`src/rtl/bit_brick_if.sv`:
```
// bit_brick operand/product bundle.
// The master drives the operands and sign flags and reads back the registered product.
interface bit_brick_if;
  logic [1:0] x;
  logic [1:0] y;
  logic       sign_x;
  logic       sign_y;
  logic [5:0] p;

  modport master (output x, output y, output sign_x, output sign_y, input p);
  modport slave  (input x, input y, input sign_x, input sign_y, output p);
endinterface

```
`src/rtl/bit_brick.sv`:
```
// bit_brick: registered 2x2 multiplier cell with per-operand signedness.
// Each operand is extended to 3 bits (sign bit = flag & msb) and multiplied with
// an explicit Baugh-Wooley partial-product array; the 6-bit two's-complement
// product is registered.
// Optional macro BIT_BRICK_IN_REG_EN adds an input register stage (2-cycle latency);
// without it the product register is fed combinationally (1-cycle latency).
module bit_brick (
  input  logic        clk,
  input  logic        reset,
  bit_brick_if.slave  bb
);

  logic [1:0] x_s;
  logic [1:0] y_s;
  logic       sx_s;
  logic       sy_s;

`ifdef BIT_BRICK_IN_REG_EN
  // Input capture stage; reset clears it so the first product after reset is 0.
  always_ff @(posedge clk) begin
    if (reset) begin
      x_s  <= 2'b00;
      y_s  <= 2'b00;
      sx_s <= 1'b0;
      sy_s <= 1'b0;
    end else begin
      x_s  <= bb.x;
      y_s  <= bb.y;
      sx_s <= bb.sign_x;
      sy_s <= bb.sign_y;
    end
  end
`else
  assign x_s  = bb.x;
  assign y_s  = bb.y;
  assign sx_s = bb.sign_x;
  assign sy_s = bb.sign_y;
`endif

  logic [2:0] a;
  logic [2:0] b;
  logic [5:0] row0;
  logic [5:0] row1;
  logic [5:0] row2;
  logic [5:0] sum01;
  logic [5:0] sum2c;
  logic [5:0] p_next;
  logic [5:0] p_q;

  // Baugh-Wooley array: terms mixing a sign bit with a magnitude bit are inverted,
  // and the resulting -24 offset is folded into the constant 6'b101000 (40 = -24 mod 64).
  always_comb begin
    a      = {sx_s & x_s[1], x_s};
    b      = {sy_s & y_s[1], y_s};
    row0   = {1'b0, a[2] & b[2], ~(a[2] & b[1]), a[1] & b[1], a[1] & b[0], a[0] & b[0]};
    row1   = {2'b00, ~(a[1] & b[2]), ~(a[2] & b[0]), a[0] & b[1], 1'b0};
    row2   = {3'b000, ~(a[0] & b[2]), 2'b00};
    sum01  = row0 + row1;
    sum2c  = row2 + 6'b101000;
    p_next = sum01 + sum2c;
  end

  // Product register; reset has priority over data.
  always_ff @(posedge clk) begin
    if (reset) begin
      p_q <= 6'b000000;
    end else begin
      p_q <= p_next;
    end
  end

  assign bb.p = p_q;

endmodule

```
`src/flat_wrapper.sv`:
```
// flat-port wrapper written by rule: the top's interface ports become plain ports
module bit_brick_flat 
  (clk, reset, bb_x, bb_y, bb_sign_x, bb_sign_y, bb_p);
  bit_brick_if bb_i ();
  input  logic clk;
  input  logic reset;
  input wire logic [$bits(bb_i.x)-1:0] bb_x;
  input wire logic [$bits(bb_i.y)-1:0] bb_y;
  input wire logic [$bits(bb_i.sign_x)-1:0] bb_sign_x;
  input wire logic [$bits(bb_i.sign_y)-1:0] bb_sign_y;
  output wire logic [$bits(bb_i.p)-1:0] bb_p;
  assign bb_i.x = bb_x;
  assign bb_i.y = bb_y;
  assign bb_i.sign_x = bb_sign_x;
  assign bb_i.sign_y = bb_sign_y;
  assign bb_p = bb_i.p;
  bit_brick u_core (.clk(clk), .reset(reset), .bb(bb_i));
endmodule
```
`config.mk`:
```
export PLATFORM = sky130hd
export DESIGN_NAME = bit_brick_flat
export DESIGN_NICKNAME = d
export VERILOG_FILES = /design/src/rtl/bit_brick_if.sv /design/src/rtl/bit_brick.sv /design/src/flat_wrapper.sv
export SDC_FILE = /design/constraint.sdc
export NUM_CORES = 1
export LEC_CHECK = 0
export BUFFER_PORTS_ARGS = -buffer_cell sky130_fd_sc_hd__buf_2
export CORE_AREA = 2 2 39 41
export CTS_BUF_LIST = sky130_fd_sc_hd__clkbuf_4 sky130_fd_sc_hd__clkbuf_8 sky130_fd_sc_hd__clkbuf_16
export CTS_CLUSTER_DIAMETER = 30
export DETAILED_ROUTE_END_ITERATION = 10
export DIE_AREA = 0 0 41 43
export SYNTH_ARGS = -nofsm -noshare
export SYNTH_HDL_FRONTEND = slang
export SYNTH_SLANG_ARGS = --single-unit
```
`constraint.sdc`:
```
create_clock -name clk -period 3.6 [get_ports clk]
set_clock_uncertainty 0.15 [all_clocks]
set_input_delay 0.72 -clock clk [delete_from_list [all_inputs] [get_ports clk]]
set_output_delay 0.72 -clock clk [all_outputs]
set_load 0.02 [all_outputs]
```
==> results.py <==
metrics = {
    "run": {
        "maxCapViolCount": 0,
    },
    "clock_network": {
        "cts_resized": 0,
        "path_clk_slew_ns": 0.04,
        "cts_sinks": 6,
        "root_buffer": "clkbuf_4",
        "tritoncts": "done",
        "post_cts_buffers": 0,
        "cts_max_level": 1,
        "cts_buffers": 3,
        "hold_buffers": 0,
        "clockBufferDepth": 2,
    },
    "worst_setup_path": {
        "critical_path.max_fanout": 6,
        "path_class": "primary input to flop",
        "critical_path_depth": 8,
        "cp_slowest_cell": "fa_1",
        "worstPathCellList": "buf_2, and3_1, fa_1, inv_1, ha_1, inv_1, fa_1, nor2_1",
        "crit_arrival_ns": 2.34,
        "startpoint": "bb_y[1]",
        "cp.required_ns": 3.62,
        "critPathCaptureType": "flop",
        "worstSetupStartpointType": "primary input",
        "critPathBufInv": 3,
        "endpoint": "u_core.bb.p[3]",
        "slowest_delay_ns": 0.50,
        "crit_family": "adder cells",
    },
    "pwr": {
        "vdd_drop_max_mv": 0.0731,
        "power-per-cell-area_nw_per_um2": 373,
        "p_leak_uw": 0.000248,
    },
    "floorplan": {
        "dieArea_um2": 1760,
        "chipHeight_um": 43,
        "die_x_um": 41,
        "initial_core_util_pct": 25.1,
        "rows": 14,
        "core_area_um2": 1380,
        "io_pins": 14,
    },
    "yosys": {
        "yosysUniqueCellTypes": 13,
        "synth_xor_area_share_pct": 2.52,
        "synth_most_common_cell": "dfxtp_1",
        "synth_compound_area_share_pct": 5.76,
        "yosysWarnings": 0,
        "synth_top_family_by_area": "adder cells",
        "synthFlopType": "dfxtp_1",
        "synth_async_sr_flop_share_pct": 0,
        "synth.cell_area_um2": 348,
        "synth_sequential_area_ratio_pct": 34.5,
        "syn-num-nets": 50,
        "synth_common_cells": "dfxtp_1, ha_1, inv_1, and3_1, nor2_1",
        "synthTopCellsByArea": "dfxtp_1, ha_1, fa_1",
        "synthMuxAreaShare_pct": 0,
        "synth-seq-cells": 6,
        "synth_cells": 35,
        "yosysTopAreaCell": "dfxtp_1",
        "synth_area_per_cell_um2": 9.94,
        "yosysTopAreaCellShare_pct": 34.5,
        "synth-edff-count": 0,
        "synthAdderAreaFrac_pct": 29.5,
        "synth-simple-area-share_pct": 22.3,
    },
    "timing": {
        "tns_ns": 0,
        "drv_slew": 0,
        "finalCritPeriodShare_pct": 64.3,
        "setup_slack_ns": 1.28,
        "worst_pin_slew_ns": 0.152,
        "setup_viol": 0,
        "fin_crit_ns": 2.32,
        "maxSlewHeadroom_pct": 89.9,
        "rsz0062_at_grt": "no",
        "final-hold-violation-count": 0,
        "hold_ws_ns": 0.584,
        "max_freq_mhz": 432,
    },
    "grt": {
        "overflow": 0,
        "grt_pass1_wl_um": 1010,
        "antenna_found_initial": 0,
        "grt_max_degree": 7,
        "grt_pass1_vias": 244,
        "grt_use_total_pct": 8.35,
    },
    "drt": {
        "wl_per_cell_um": 8.13,
        "vias_per_cell": 4.15,
        "drtPass1Iterations": 2,
        "drc_errors": 0,
        "drtIter0Drc": 2,
        "drt-total-wl_um": 545,
        "num_vias": 278,
        "ant_nets": 0,
    },
    "cells_and_area": {
        "largest_reg_flops": 6,
        "drive_above_1_share_pct": 33.3,
        "num-nets-final": 68,
        "n_antenna_cell": 0,
        "fillers": 152,
        "synthToLayoutAreaGrowth_pct": 30.9,
    },
    "placed_design": {
        "gp_congestion": 0.650,
        "place_ws_ns": 1.02,
        "hpwl_um": 493,
        "numPortBuffers": 13,
    },
    "hold_path": {
        "min_from": "reset",
        "hold_path_class": "primary input to flop",
    },
    "run_status": {
        "status": "finished clean",
    },
}
==> cells in the final DEF (no fill, tap or decap), drive strengths merged, types with 2 or more instances in the layout <==
| cell type | n |
|---|---|
| inv | 5 |
| fa | 2 |
| nor2b | 2 |
| dfxtp | 6 |
| and3 | 4 |
| ha | 5 |
| nor2 | 3 |
| clkbuf | 3 |
| and2 | 2 |
| buf | 13 |
| nand2 | 2 |
==> cell type report <==
| type | instances | area [µm²] | area share (%) |
|---|---|---|---|
| multi-input combinational | 24 | 209 | 45.9 |
| inverter | 5 | 18.8 | 4.12 |
| sequential | 6 | 120 | 26.4 |
| tap | 16 | 20.0 | 4.40 |
| timing repair buffer | 13 | 65.1 | 14.3 |
| clock buffer | 3 | 22.5 | 4.95 |
==> worst min path at each step <==
| stage | end | slack, ns | cells past startpoint |
|---|---|---|---|
| final | u_core.bb.p[3] | 0.58 | 2 |
| after CTS | u_core.bb.p[1] | 0.58 | 2 |
| after global placement | u_core.bb.p[3] | 0.82 | 2 |
| after floorplan | u_core.bb.p[3] | 0.64 | 1 |
| after global routing | u_core.bb.p[3] | 0.60 | 2 |
| after detailed placement | u_core.bb.p[1] | 0.83 | 2 |
==> metal layers <==
layer / GRT usage (%) / up-vias / routed length [µm]
met5: 0 / - / 0
met4: 6.00 / 0 / 0
met3: 0 / 0 / 47
met2: 10.6 / 13 / 222
met1: 12.9 / 116 / 275
li1: - / 149 / -
==> stage by stage <==
step	util, %	area, µm²	total power [µW]	instances
floorplan	-	348	99.3	35
global placement	31.3	433	114	64
detailed placement	31.3	433	114	64
CTS	32.9	455	175	67
global route	32.9	455	184	67
finish	32.9	455	170	67
==> logic make-up after synthesis <==
logic type | count (synthesis)
buffers and inverters | 5
AOI/OAI and AO/OA | 2
DFF | 6
adders and majority gates | 7
xor gates and xnor gates | 1
and+or+nand+nor | 14
==> report_power, final <==
part	internal [µW]	total (µW)	switching [µW]
Combinational	16.9	38.7	21.8
Sequential	72.3	73.4	1.05
Clock	37.4	57.6	20.1
Note: power is estimated with default switching activity, not from simulation.
